--- config.mk ---
export PLATFORM = sky130hd
export DESIGN_NAME = stream_dot_mac
export DESIGN_NICKNAME = d
export VERILOG_FILES = /design/src/rtl/stream_dot_mac_pkg.sv /design/src/rtl/stream_dot_mac_mul.sv /design/src/rtl/stream_dot_mac.sv
export SDC_FILE = /design/constraint.sdc
export NUM_CORES = 1
export LEC_CHECK = 0
export ABC_AREA = 0
export CAP_MARGIN = 40
export CORE_UTILIZATION = 60
export CTS_BUF_LIST = sky130_fd_sc_hd__clkbuf_2 sky130_fd_sc_hd__clkbuf_4 sky130_fd_sc_hd__clkbuf_8
export DETAILED_ROUTE_END_ITERATION = 12
export GPL_ROUTABILITY_DRIVEN = 0
export PLACE_DENSITY = 0.81
export SYNTH_ARGS = -nofsm -noshare
export SYNTH_HDL_FRONTEND = slang
export SYNTH_HIERARCHICAL = 1
export SYNTH_SLANG_ARGS = --single-unit
--- constraint.sdc ---
create_clock -name clk -period 4.17 [get_ports clk]
set_input_delay 1.251 -clock clk [delete_from_list [all_inputs] [get_ports clk]]
set_output_delay 1.251 -clock clk [all_outputs]
set_load 0.02 [all_outputs]
--- src/rtl/stream_dot_mac_pkg.sv ---
// Shared constants and helpers for the streaming dot-product MAC.
//   sign_extend : replicate bit (from_w-1) of x into all higher bits (64-bit container)
//   len_eff     : dot-product length with zero mapped to one
package stream_dot_mac_pkg;

    localparam int unsigned DEF_LEFT_WIDTH  = 8;
    localparam int unsigned DEF_RIGHT_WIDTH = 8;
    localparam int unsigned DEF_ACC_WIDTH   = 32;
    localparam int unsigned DEF_LEN_WIDTH   = 16;
    localparam int unsigned MAX_WIDTH       = 64;

    function automatic logic [63:0] sign_extend(input logic [63:0] x, input int unsigned from_w);
        logic [63:0] r;
        r = x;
        for (int unsigned i = 0; i < 64; i++) begin
            if (i >= from_w) r[6'(i)] = x[6'(from_w - 1)];
        end
        return r;
    endfunction

    function automatic logic [63:0] len_eff(input logic [63:0] len);
        return (len == 64'd0) ? 64'd1 : len;
    endfunction

endpackage

--- src/rtl/stream_dot_mac_mul.sv ---
// signed_mul_reg: registered signed multiplier stage with valid and a sideband tag.
//   i_en  : capture a new product (wins over i_clr)
//   i_clr : downstream consumed the held product
//   o_valid / o_p / o_tag : held product, its valid and tag
module signed_mul_reg #(
    parameter int unsigned A_WIDTH   = 8,
    parameter int unsigned B_WIDTH   = 8,
    parameter int unsigned P_WIDTH   = A_WIDTH + B_WIDTH,
    parameter int unsigned TAG_WIDTH = 1
) (
    input  logic                 clk,
    input  logic                 reset,
    input  logic                 i_en,
    input  logic                 i_clr,
    input  logic [A_WIDTH-1:0]   i_a,
    input  logic [B_WIDTH-1:0]   i_b,
    input  logic [TAG_WIDTH-1:0] i_tag,
    output logic                 o_valid,
    output logic [P_WIDTH-1:0]   o_p,
    output logic [TAG_WIDTH-1:0] o_tag
);

    logic signed [A_WIDTH-1:0] a_s;
    logic signed [B_WIDTH-1:0] b_s;
    logic signed [P_WIDTH-1:0] prod;

    logic                 valid_d, valid_q;
    logic [P_WIDTH-1:0]   p_d, p_q;
    logic [TAG_WIDTH-1:0] tag_d, tag_q;

    // Operands sign-extended to the product width before multiplying.
    always_comb begin
        a_s  = $signed(i_a);
        b_s  = $signed(i_b);
        prod = P_WIDTH'(a_s) * P_WIDTH'(b_s);
    end

    always_comb begin
        valid_d = valid_q;
        p_d     = p_q;
        tag_d   = tag_q;
        if (i_clr) valid_d = 1'b0;
        if (i_en) begin
            valid_d = 1'b1;
            p_d     = prod;
            tag_d   = i_tag;
        end
    end

    always_ff @(posedge clk or posedge reset) begin
        if (reset) begin
            valid_q <= 1'b0;
            p_q     <= '0;
            tag_q   <= '0;
        end else begin
            valid_q <= valid_d;
            p_q     <= p_d;
            tag_q   <= tag_d;
        end
    end

    assign o_valid = valid_q;
    assign o_p     = p_q;
    assign o_tag   = tag_q;

endmodule

--- src/rtl/stream_dot_mac.sv ---
// stream_dot_mac: signed dot product of i_len consecutive {left, right} beats.
//   i_valid/i_ready/i_data/i_len : joined operand stream, length sampled on first beat
//   o_valid/o_ready/o_data       : one result per dot product
//   o_count                      : beats accepted so far in the current dot product
module stream_dot_mac
    import stream_dot_mac_pkg::*;
#(
    parameter int unsigned LEFT_WIDTH  = DEF_LEFT_WIDTH,
    parameter int unsigned RIGHT_WIDTH = DEF_RIGHT_WIDTH,
    parameter int unsigned IN_WIDTH    = LEFT_WIDTH + RIGHT_WIDTH,
    parameter int unsigned ACC_WIDTH   = DEF_ACC_WIDTH,
    parameter int unsigned LEN_WIDTH   = DEF_LEN_WIDTH
) (
    input  logic                 clk,
    input  logic                 reset,
    input  logic                 i_valid,
    output logic                 i_ready,
    input  logic [IN_WIDTH-1:0]  i_data,
    input  logic [LEN_WIDTH-1:0] i_len,
    output logic                 o_valid,
    input  logic                 o_ready,
    output logic [ACC_WIDTH-1:0] o_data,
    output logic [LEN_WIDTH-1:0] o_count
);

    localparam int unsigned CNT_EXT = LEN_WIDTH + 1;

    if (ACC_WIDTH < IN_WIDTH || ACC_WIDTH > MAX_WIDTH || IN_WIDTH != LEFT_WIDTH + RIGHT_WIDTH) begin : g_bad_width
        $error("stream_dot_mac: invalid width parameters");
    end

    logic                 p_valid, p_last;
    logic [IN_WIDTH-1:0]  p;

    logic                 s2_consume, in_xfer, beat_last;
    logic [LEN_WIDTH-1:0] len_cur;
    logic [ACC_WIDTH-1:0] p_ext, sum;

    logic [ACC_WIDTH-1:0] acc_d, acc_q;
    logic [ACC_WIDTH-1:0] o_data_d, o_data_q;
    logic                 o_valid_d, o_valid_q;
    logic [LEN_WIDTH-1:0] cnt_d, cnt_q;
    logic [LEN_WIDTH-1:0] len_d, len_q;

    signed_mul_reg #(
        .A_WIDTH  (LEFT_WIDTH),
        .B_WIDTH  (RIGHT_WIDTH),
        .P_WIDTH  (IN_WIDTH),
        .TAG_WIDTH(1)
    ) u_mul (
        .clk    (clk),
        .reset  (reset),
        .i_en   (in_xfer),
        .i_clr  (s2_consume),
        .i_a    (i_data[IN_WIDTH-1:RIGHT_WIDTH]),
        .i_b    (i_data[RIGHT_WIDTH-1:0]),
        .i_tag  (beat_last),
        .o_valid(p_valid),
        .o_p    (p),
        .o_tag  (p_last)
    );

    // Handshake, length tracking and accumulation.
    always_comb begin
        // A last product waits only while an older result is still held.
        s2_consume = p_valid && !(p_last && o_valid_q && !o_ready);
        i_ready    = !p_valid || s2_consume;
        in_xfer    = i_valid && i_ready;

        len_cur   = (cnt_q == '0) ? LEN_WIDTH'(len_eff(64'(i_len))) : len_q;
        beat_last = (CNT_EXT'(cnt_q) + CNT_EXT'(1)) == CNT_EXT'(len_cur);

        // acc is zero at the start of every dot product, so no first-beat select.
        p_ext = ACC_WIDTH'(sign_extend(64'(p), IN_WIDTH));
        sum   = acc_q + p_ext;

        acc_d     = acc_q;
        o_data_d  = o_data_q;
        o_valid_d = o_valid_q;
        cnt_d     = cnt_q;
        len_d     = len_q;

        if (o_valid_q && o_ready) o_valid_d = 1'b0;

        if (s2_consume) begin
            if (p_last) begin
                o_data_d  = sum;
                o_valid_d = 1'b1;
                acc_d     = '0;
            end else begin
                acc_d = sum;
            end
        end

        if (in_xfer) begin
            if (cnt_q == '0) len_d = len_cur;
            cnt_d = beat_last ? '0 : cnt_q + LEN_WIDTH'(1);
        end
    end

    always_ff @(posedge clk or posedge reset) begin
        if (reset) begin
            acc_q     <= '0;
            o_data_q  <= '0;
            o_valid_q <= 1'b0;
            cnt_q     <= '0;
            len_q     <= '0;
        end else begin
            acc_q     <= acc_d;
            o_data_q  <= o_data_d;
            o_valid_q <= o_valid_d;
            cnt_q     <= cnt_d;
            len_q     <= len_d;
        end
    end

    assign o_valid = o_valid_q;
    assign o_data  = o_data_q;
    assign o_count = cnt_q;

    // A held result must not change until it is accepted.
    assert property (@(posedge clk) disable iff (reset)
        (o_valid_q && !o_ready) |=> (o_valid_q && $stable(o_data_q)));

    // Mid-dot-product count always stays below the latched length.
    assert property (@(posedge clk) disable iff (reset)
        (cnt_q != '0) |-> (cnt_q < len_q));

endmodule

==> results of run 1 <==
[path summary, 6_finish.rpt]
| kind | startpoint | end | slack (ns) | depth (start not counted) |
|---|---|---|---|---|
| worst max-delay path | i_data[2] | u_mul/o_p[10]$_DFFE_PP0P_ | -0.36 | 15 |
| max in group asynchronous | reset | acc_q[15]$_DFFE_PP0P_ | 2.33 | 3 |
| worst min register to register | o_data[1]$_DFFE_PP0P_ | o_data[1]$_DFFE_PP0P_ | 0.48 | 2 |
| min in group asynchronous | reset | o_count[5]$_DFFE_PP0P_ | 1.13 | 2 |
| worst max register to register | o_count[1]$_DFFE_PP0P_ | o_count[2]$_DFFE_PP0P_ | 0.52 | 11 |
| worst min-delay path | o_data[1]$_DFFE_PP0P_ | o_data[1]$_DFFE_PP0P_ | 0.48 | 2 |
[repair_timing]
action | in CTS | in global routing
hold endpoints to repair | 0 | 0
gates resized for setup | 111 | 61
buffers inserted | 2 | 5
cloned | 0 | 0
pin swaps | 40 | 45
setup endpoints to repair | 11 | 10
[kinds of logic (layout without fill, tap and decap cells)]
family          Yosys count  after routing  synth area share [%]
mux                      48             48                  5.42
fa+ha+maj               118            118                  19.6
simple gates            342            342                  18.5
xor+xnor                 66             66                  6.28
flops                   115            115                  29.8
compound gates          213            213                  14.3
buf+inv                 143            290                  6.10
[metrics by stage]
stage | setup slack [ns] | std cells | power, mW | setup TNS [ns]
2_1_floorplan | -0.556 | 1045 | 6.05 | -3.79
3_3_place_gp | -1.25 | 1369 | 7.29 | -12.52
3_5_place_dp | -1.33 | 1369 | 7.46 | -13.28
4_1_cts | -0.373 | 1403 | 8.69 | -2.68
5_1_grt | -0.478 | 1408 | 9.75 | -3.40
6_report | -0.357 | 1408 | 9.01 | -2.34
[registers in the layout (all words and copies together) (netlist names)]
name           flops
len_q             16
u_mul/o_p         16
u_mul/o_tag        1
o_data            32
acc_q             32
o_valid            1
u_mul/o_valid      1
o_count           16
[power by group through the flow]
stage	combinational [mW]	sequential [mW]	clock [mW]
2_1_floorplan	4.38	1.67	0
3_5_place_dp	5.73	1.73	0
4_1_cts	5.90	1.72	1.08
3_3_place_gp	5.57	1.72	0
6_report	6.22	1.72	1.07
5_1_grt	6.86	1.76	1.13
[critical path, cell delays in order]
cell	delay [ns]
buf_2	0.14
buf_4	0.15
and2_1	0.16
fa_2	0.34
fa_1	0.57
ha_4	0.22
fa_2	0.60
inv_1	0.08
fa_2	0.43
nor2b_4	0.15
o21ai_4	0.08
a21oi_2	0.23
nor2_2	0.07
xnor2_1	0.13
mux2_4	0.26
[cell usage in the layout, fill, tap and decap left out, types with 20 or more instances in the layout]
| cell | instances |
|---|---|
| dfrtp_1 | 115 |
| nand2_1 | 114 |
| inv_1 | 87 |
| clkdlybuf4s50_1 | 69 |
| buf_4 | 59 |
| o21ai_0 | 58 |
| fa_1 | 50 |
| ha_1 | 50 |
| xnor2_1 | 45 |
| and2_1 | 42 |
| nor2_1 | 37 |
| a21oi_1 | 37 |
| mux2_2 | 31 |
| a21o_1 | 25 |
| nand3_1 | 24 |
| clkbuf_8 | 20 |
[metal layers]
metal / wire, microns / vias to the layer above
li1: - / 3872
met1: 9820 / 4061
met2: 11700 / 289
met3: 1250 / 56
met4: 665 / 0
met5: 0 / -
[final cells by class]
type / instances / area share, %
repair buffers: 152 / 12.0
clock buffers: 21 / 2.36
multi-input cells: 787 / 54.9
clock inverters: 11 / 1.07
inverters: 106 / 3.37
well taps: 216 / 2.26
flip-flops and latches: 115 / 24.0
==> run_results.csv, run 1 <==
group,metric,value,unit
final_layout,fillers,1112,
run_status,violations,"setup timing",
floorplan,ios,86,
global_route,grt.total_usage,29.6,%
power,swShare,45.9,%
timing,setup_viol,8,
floorplan,initial_core_util,61.1,%
floorplan,coreArea,0.0158,sq mm
clock_tree,htree_levels,4,
place,port_buffers,85,
timing,hold_slack,0.475,ns
final_layout,diodes,0,
worst_setup_path,required,4.49,ns
timing,worst_pin_slew,0.795,ns
floorplan,die_h,129,microns
power,power_leakage,5.53,nW
power,combPwrFrac,69.0,%
synthesis,synth.distinct_cells,70,
global_route,grtUsageMet1,38.1,%
worst_setup_path,crit_path_end_kind,"flop",
clock_tree,root_buffer,"clkbuf_8",
global_route,grt_max_degree,78,
synthesis,yosysMostFrequentCell,"nand2_1",
timing,hold_viol_final,0,
final_layout,seq_area,0.00288,sq mm
place,hpwl,16.9,mm
synthesis,yosys.area.top_type,"dfrtp_1",
power,p_int,4.88,mW
clock_tree,cts_made_buffers,17,
clock_tree,hold_buffers,0,
synthesis,ys_seq_elements,115,
synthesis,yosysTopAreaCellShare,29.8,%
run_status,run_status,"complete, but fails checks",
power,ir_drop,0.630,mV
synthesis,syn_area,0.00967,sq mm
drt,routed_wl,23.4,mm
timing,timing.fmax,0.221,GHz
flow_run,drv_cap,0,
synthesis,synth_cells,1045,
final_layout,area_delta_synth_final,23.8,%
worst_hold_path,min_path_type,"flop to flop",
power,pwr-share-seq,19.1,%
worst_setup_path,crit_path_start_kind,"input port",
global_route,globalRouteOverflowTotal,0,
place,post_dp_cell_area,0.0112,sq mm
worst_setup_path,critPathArrivalTime,4.84,ns
global_route,antenna_found_initial,0,
drt,drt_iter0_drc,501,
timing,max_slew_margin,47.0,%
clock_tree,cts_sinks,115,
floorplan,die_x,129,microns
synthesis,ys.flop_type,"dfrtp_1",
clock_tree,cts_buffer_depth,2,
global_route,grt_pass1_vias,8272,
final_layout,multi_input_area,0.00657,sq mm
synthesis,synth-edff-count,0,
timing,post-route-min-period,4.53,ns
timing,fin_skew,0.0204,ns
synthesis,yosys-top-cells-count,"nand2_1, dfrtp_1, inv_1",
global_route,grt_use_met3,4.37,%
worst_setup_path,worstPathMaxFanout,5,
floorplan,fp-row-count,46,
drt,drc,0,
drt,viasPerCell,5.88,
synthesis,yosysWarnings,6,
power,pwr_density_cell,753,mW/mm^2
timing,post-route-period-util,109,%
drt,final_antenna_net_count,0,
clock_tree,path_clk_slew,0.07,ns
final_layout,nNetsFinal,1333,
final_layout,finish.utilization,75.6,%
global_route,grt_pass1_wl,38.9,mm
synthesis,synth.avg_cell_area,9.25,sq um
drt,vias,8278,
final_layout,design_area,0.0120,sq mm
floorplan,dieArea,0.0166,sq mm
power,switchingPower,4.13,mW
drt,wire_per_inst,16.6,microns
timing,rsz0062_at_grt,"yes",
timing,drv_slew,0,
power,clkPwrFrac,11.9,%
synthesis,async_flop_share,100,%
timing,setup_ws,-0.357,ns
synthesis,synthTopCellsByArea,"dfrtp_1, fa_1, ha_1, nand2_1, inv_1",
worst_setup_path,path_class,"input port to flop",
global_route,busiest_layer,"met2",
global_route,use_met2,51.2,%
drt,first_pass_iters,6,
synthesis,syn_nets,1199,
clock_tree,cts_tree,"done",
final_layout,drive_gt1_share,20.1,%
synthesis,ys_seq_area_share,29.8,%
clock_tree,clock_latency,0.45,ns
No activity file was read; power rests on OpenSTA's default activity.
==> run 2, diff against run 1 <==
Settings changed: RECOVER_POWER from default to 25.
==> run 2 against run 1 <==
The run ends with capacitance limit, slew limit, setup timing left. Cell area is 0.14% lower. Power about the same. Critical path depth did not move. Setup slack got worse by 0.0030 ns. Via count is essentially flat. Register-to-register slack lost 0.04 ns. Critical path type unchanged. Critical endpoint is now u_mul/o_p[12]$_DFFE_PP0P_.
==> run_results.csv, run 2 (synthesis gave the netlist of run 1 again) <==
group,metric,value,unit
clock_tree,path_clk_slew,0.07,ns
final_layout,drive_gt1_share,20.1,%
final_layout,layout_commonest_cell,"dfrtp_1",
global_route,antenna_found_initial,0,
timing,post-route-period-util,109,%
worst_setup_path,crit_path_start_kind,"input port",
worst_setup_path,cp_slowest_cell,"fa_1",
clock_tree,cts_sinks,115,
place,port_buffers,85,
worst_setup_path,crit_buf_inv,4,
floorplan,die_x,129,microns
worst_hold_path,min_path_type,"flop to flop",
worst_setup_path,r2r_end,"o_count[2]$_DFFE_PP0P_",
timing,drv_slew,78,
worst_hold_path,min_path_cells,2,
final_layout,area_delta_synth_final,23.7,%
worst_setup_path,required,4.52,ns
worst_setup_path,critPathArrivalTime,4.88,ns
timing,timing.fmax,0.221,GHz
global_route,globalRouteOverflowTotal,0,
drt,viasPerCell,5.88,
worst_setup_path,path_class,"input port to flop",
floorplan,coreArea,0.0158,sq mm
clock_tree,hold_buffers,0,
drt,first_pass_iters,5,
drt,drt_iter0_drc,497,
global_route,grt_max_degree,78,
worst_setup_path,crit_path_end_kind,"flop",
timing,hold_viol_final,0,
power,power_leakage,5.53,nW
power,ir_drop,0.627,mV
flow_run,drv_cap,1,
timing,fin_skew,0.0195,ns
place,post_dp_cell_area,0.0112,sq mm
timing,worst_pin_slew,1.72,ns
worst_setup_path,path_cells,"buf_6, buf_6, and2_4, fa_1, fa_2, fa_1, inv_2, fa_1, inv_2, ha_4, o21ai_2, a21oi_2, o31a_1, o21a_1, o31ai_1",
final_layout,final_cells,1408,
floorplan,die_h,129,microns
global_route,grt.total_usage,29.6,%
place,dp.cells,1369,
floorplan,initial_core_util,61.1,%
floorplan,ios,86,
worst_setup_path,reg2regPathDepth,11,
run_status,run_status,"complete, but fails checks",
drt,wire_per_inst,16.7,microns
final_layout,mostFrequentLayoutCells,"dfrtp_1, nand2_1, inv_1",
timing,rsz0062_at_grt,"yes",
clock_tree,htree_levels,4,
drt,vias,8280,
place,hpwl,16.9,mm
run_status,violations,"capacitance limit, slew limit, setup timing",
clock_tree,cts_made_buffers,17,
floorplan,dieArea,0.0166,sq mm
worst_setup_path,crit_family,"adder cells",
timing,post-route-min-period,4.53,ns
clock_tree,root_buffer,"clkbuf_8",
global_route,grt_pass1_vias,8272,
drt,final_antenna_net_count,0,
worst_hold_path,whs_endpoint,"o_data[1]$_DFFE_PP0P_",
worst_setup_path,crit_path_frequent_cell,"fa_1",
floorplan,fp-row-count,46,
worst_setup_path,ff2ff_setup_slack,0.48,ns
drt,routed_wl,23.5,mm
clock_tree,clock_latency,0.45,ns
timing,setup_ws,-0.360,ns
clock_tree,cts_tree,"done",
final_layout,design_area,0.0120,sq mm
final_layout,nNetsFinal,1333,
final_layout,diodes,0,
worst_setup_path,worstPathMaxFanout,6,
clock_tree,cts_buffer_depth,2,
drt,drc,0,
final_layout,finish.utilization,75.5,%
timing,setup_viol,8,
worst_setup_path,slowest_delay,0.54,ns
global_route,grt_pass1_wl,38.9,mm
timing,hold_slack,0.474,ns
power,pwr_density_cell,754,mW/mm^2
timing,max_slew_margin,-14.8,%
worst_hold_path,hold_start,"o_data[1]$_DFFE_PP0P_",
worst_setup_path,worstReg2RegStart,"o_count[1]$_DFFE_PP0P_",
-- run 2: changes by cell type in the layout (fill, tap and decap cells not counted), sizes merged --
cell | before | now
inv | 107 | 106
dlygate4sd3 | 0 | 1
clkinvlp | 6 | 7
clkdlybuf4s50 | 69 | 68
-- run 2: how the worst max path moves through the flow --
stage               cells after the start  slack [ns]                   endpoint        from
floorplan                              16       -0.56   u_mul/o_p[9]$_DFFE_PP0P_   i_data[2]
global route                           15       -0.48  u_mul/o_p[12]$_DFFE_PP0P_  i_data[11]
CTS                                    17       -0.37  u_mul/o_p[10]$_DFFE_PP0P_   i_data[4]
detailed placement                     16       -1.33  u_mul/o_p[13]$_DFFE_PP0P_  i_data[15]
finish                                 15       -0.36  u_mul/o_p[12]$_DFFE_PP0P_   i_data[5]
global placement                       16       -1.25   u_mul/o_p[9]$_DFFE_PP0P_   i_data[5]
-- run 2: layer usage --
layer / up-vias / GRT usage, % / part of all wire (%) / wire length, microns
li1: 3875 / - / - / -
met1: 4090 / 38.1 / 42 / 9860
met2: 268 / 51.2 / 50 / 11800
met3: 47 / 4.37 / 5.1 / 1190
met4: 0 / 9.97 / 2.5 / 582
met5: - / 0 / 0 / 0
-- run 2: final cells by class --
| type | instances | area (sq um) |
|---|---|---|
| clock buffer | 21 | 283 |
| clock inverter | 11 | 128 |
| fill | 1115 | 3880 |
| inverter | 106 | 402 |
| multi-input combinational | 787 | 6570 |
| sequential | 115 | 2880 |
| tap | 216 | 270 |
| timing repair buffer | 152 | 1420 |
-- run 2: power by group --
group	switching [mW]	leakage, nW	internal (mW)
logic	3.34	3.90	2.87
clock network	0.489	0.190	0.586
registers	0.297	1.44	1.42
total	4.13	5.53	4.88
-- run 2: what timing repair did --
| action | in CTS | in global routing |
|---|---|---|
| pin swaps | 40 | 45 |
| endpoints found under the hold margin | 0 | 0 |
| resized for setup | 111 | 61 |
| endpoints found under the setup margin | 11 | 10 |
| setup buffers | 2 | 5 |
-- run 2: stage by stage --
stage	worst slack [ns]	TNS (ns)	power, mW
after floorplan	-0.556	-3.79	6.05
after global placement	-1.25	-12.52	7.29
after detailed placement	-1.33	-13.28	7.46
after CTS	-0.373	-2.68	8.69
after global routing	-0.478	-3.40	9.74
final	-0.360	-2.32	9.01
-- run 2: worst reg2reg max path: stages (launching register included) --
cell and delay (ns):
dfrtp_1 0.47, inv_1 0.12, ha_1 0.17, nor4b_2 0.26
and4_1 0.77, mux2i_1 0.37, xor2_1 0.23, nand4_1 0.12
or4_4 0.59, buf_4 0.21, a22oi_1 0.17, o21ai_0 0.10
==> run 3, diff against run 2 <==
Settings changed: GPL_TIMING_DRIVEN from default to 0.
==> run 3 against run 2 <==
The flow still finishes with violations (capacitance limit, slew limit, setup timing). Clock power about the same. Sequential share of layout area up 0.78 points. Power down 3.8%. Via count down 2.0%. Critical endpoint is now u_mul/o_p[9]$_DFFE_PP0P_. Largest cell class unchanged.
==> run_results.csv, run 3 (synthesis gave the netlist of run 1 again) <==
group,metric,value,unit
global_route,grt_pass1_vias,8067,
final_layout,drive_gt1_share,15.6,%
global_route,grt.total_usage,29.9,%
worst_setup_path,r2r_end,"o_data[31]$_DFFE_PP0P_",
final_layout,layout_commonest_cell,"dfrtp_1",
place,dp.cells,1348,
timing,worst_pin_slew,1.62,ns
final_layout,mostFrequentLayoutCells,"dfrtp_1, nand2_1, inv_1",
drt,first_pass_iters,7,
worst_setup_path,path_class,"input port to flop",
clock_tree,htree_levels,4,
clock_tree,hold_buffers,0,
timing,rsz0062_at_grt,"yes",
worst_hold_path,whs_endpoint,"o_data[1]$_DFFE_PP0P_",
timing,setup_viol,9,
drt,drt_iter0_drc,688,
run_status,violations,"capacitance limit, slew limit, setup timing",
timing,fin_skew,0.0147,ns
power,p_total,8.66,mW
place,port_buffers,85,
timing,hold_slack,0.474,ns
clock_tree,cts_buffer_depth,2,
final_layout,fillers,1169,
final_layout,seq_area,0.00288,sq mm
final_layout,diodes,0,
clock_tree,cts_made_buffers,17,
power,power_leakage,5.31,nW
drt,vias,8115,
power,ir_drop,0.510,mV
clock_tree,root_buffer,"clkbuf_8",
drt,viasPerCell,5.83,
floorplan,die_h,129,microns
worst_setup_path,worstPathMaxFanout,5,
worst_setup_path,worstReg2RegStart,"u_mul/o_p[15]$_DFFE_PP0P_",
clock_tree,path_clk_slew,0.07,ns
global_route,grt_max_degree,62,
floorplan,dieArea,0.0166,sq mm
drt,wire_per_inst,16.8,microns
timing,drv_slew,38,
worst_setup_path,reg2regPathDepth,9,
timing,max_slew_margin,-8.85,%
floorplan,ios,86,
worst_setup_path,slowest_delay,0.54,ns
floorplan,fp-row-count,46,
final_layout,nNetsFinal,1317,
final_layout,multi_input_area,0.00648,sq mm
timing,final.setup.tns,-2.70,ns
floorplan,die_x,129,microns
timing,hold_viol_final,0,
drt,routed_wl,23.3,mm
run_status,run_status,"complete, but fails checks",
floorplan,coreArea,0.0158,sq mm
timing,setup_ws,-0.405,ns
final_layout,area_delta_synth_final,19.8,%
worst_setup_path,crit_path_start_kind,"input port",
worst_hold_path,min_path_type,"flop to flop",
drt,drc,0,
clock_tree,cts_tree,"done",
worst_setup_path,crit_path_end_kind,"flop",
worst_setup_path,critPathArrivalTime,4.90,ns
global_route,grt_pass1_wl,38.8,mm
final_layout,final_cells,1391,
worst_hold_path,min_path_cells,2,
worst_setup_path,ff2ff_setup_slack,0.40,ns
timing,post-route-min-period,4.58,ns
clock_tree,cts_sinks,115,
timing,timing.fmax,0.219,GHz
worst_hold_path,hold_start,"o_data[1]$_DFFE_PP0P_",
flow_run,drv_cap,1,
drt,final_antenna_net_count,0,
worst_setup_path,path_cells,"buf_8, and2_4, fa_1, inv_2, fa_1, inv_2, fa_1, inv_1, fa_1, inv_2, ha_4, o21ai_4, nor2_4, o21ai_2, and2b_1, xnor2_1, mux2_4",
worst_setup_path,crit_path_frequent_cell,"fa_1",
floorplan,initial_core_util,61.1,%
worst_setup_path,cp_slowest_cell,"fa_1",
clock_tree,clock_latency,0.44,ns
timing,post-route-period-util,110,%
global_route,globalRouteOverflowTotal,0,
place,hpwl,17.3,mm
power,pwr_density_cell,748,mW/mm^2
worst_setup_path,required,4.50,ns
global_route,antenna_found_initial,0,
[run 3: cell count changes in the layout (fill, tap and decap cells not counted), moves of 4 or more]
cell      change
buf_2         +8
inv_2         -6
buf_4        -43
inv_1         +7
fa_2          -4
clkbuf_1     +23
fa_1          +4
[run 3: final cells by class]
type | count | area share, %
flip-flops and latches | 115 | 24.9
clock inverters | 10 | 1.15
well taps | 216 | 2.33
multi-input cells | 787 | 56.0
clock buffers | 21 | 2.39
inverters | 106 | 3.45
repair buffers | 99 | 8.21
plain buffers | 37 | 1.65
[run 3: layer usage]
metal | up-vias | routed length (microns) | global-route usage [%]
met5 | - | 0 | 0
met4 | 0 | 622 | 11.0
met3 | 50 | 1260 | 4.12
met2 | 278 | 11500 | 50.5
met1 | 3940 | 9980 | 39.2
li1 | 3847 | - | -
[run 3: report_power, final]
part,leakage (nW),switching [mW],internal (mW)
registers,1.44,0.231,1.43
clock network,0.204,0.461,0.628
logic,3.66,3.28,2.63
total,5.31,3.97,4.69
[run 3: worst max-delay path, delay by kind of cell]
kind                     cells  cell delay, ns
adder cells (fa/ha/maj)      5            2.34
AND/OR/NAND/NOR              3            0.47
buffers and inverters        5            0.30
multiplexers                 1            0.26
AO/OA/AOI/OAI                2            0.15
XOR/XNOR                     1            0.13
[run 3: worst max-delay path by stage]
stage | startpoint | endpoint | slack, ns | depth (start not counted)
6_report | i_data[14] | u_mul/o_p[9]$_DFFE_PP0P_ | -0.41 | 17
3_3_place_gp | i_data[2] | u_mul/o_p[13]$_DFFE_PP0P_ | -1.37 | 16
5_1_grt | i_data[14] | u_mul/o_p[9]$_DFFE_PP0P_ | -0.46 | 17
4_1_cts | i_data[14] | u_mul/o_p[9]$_DFFE_PP0P_ | -0.36 | 17
3_5_place_dp | i_data[2] | u_mul/o_p[9]$_DFFE_PP0P_ | -1.46 | 17
2_1_floorplan | i_data[2] | u_mul/o_p[9]$_DFFE_PP0P_ | -0.56 | 16
[run 3: stage by stage]
stage | utilization [%] | cell area, sq um | worst slack, ns
floorplan | - | 9810 | -0.556
CTS | 72.6 | 11500 | -0.356
detailed placement | 69.3 | 11000 | -1.46
global route | 73.1 | 11600 | -0.460
global placement | 69.1 | 10900 | -1.37
finish | 73.1 | 11600 | -0.405
[run 3: what timing repair did]
item	in CTS	in global routing
hold endpoints to repair	0	0
setup buffers	11	4
resized for setup	115	30
setup endpoints to repair	11	10
pin swaps	22	37
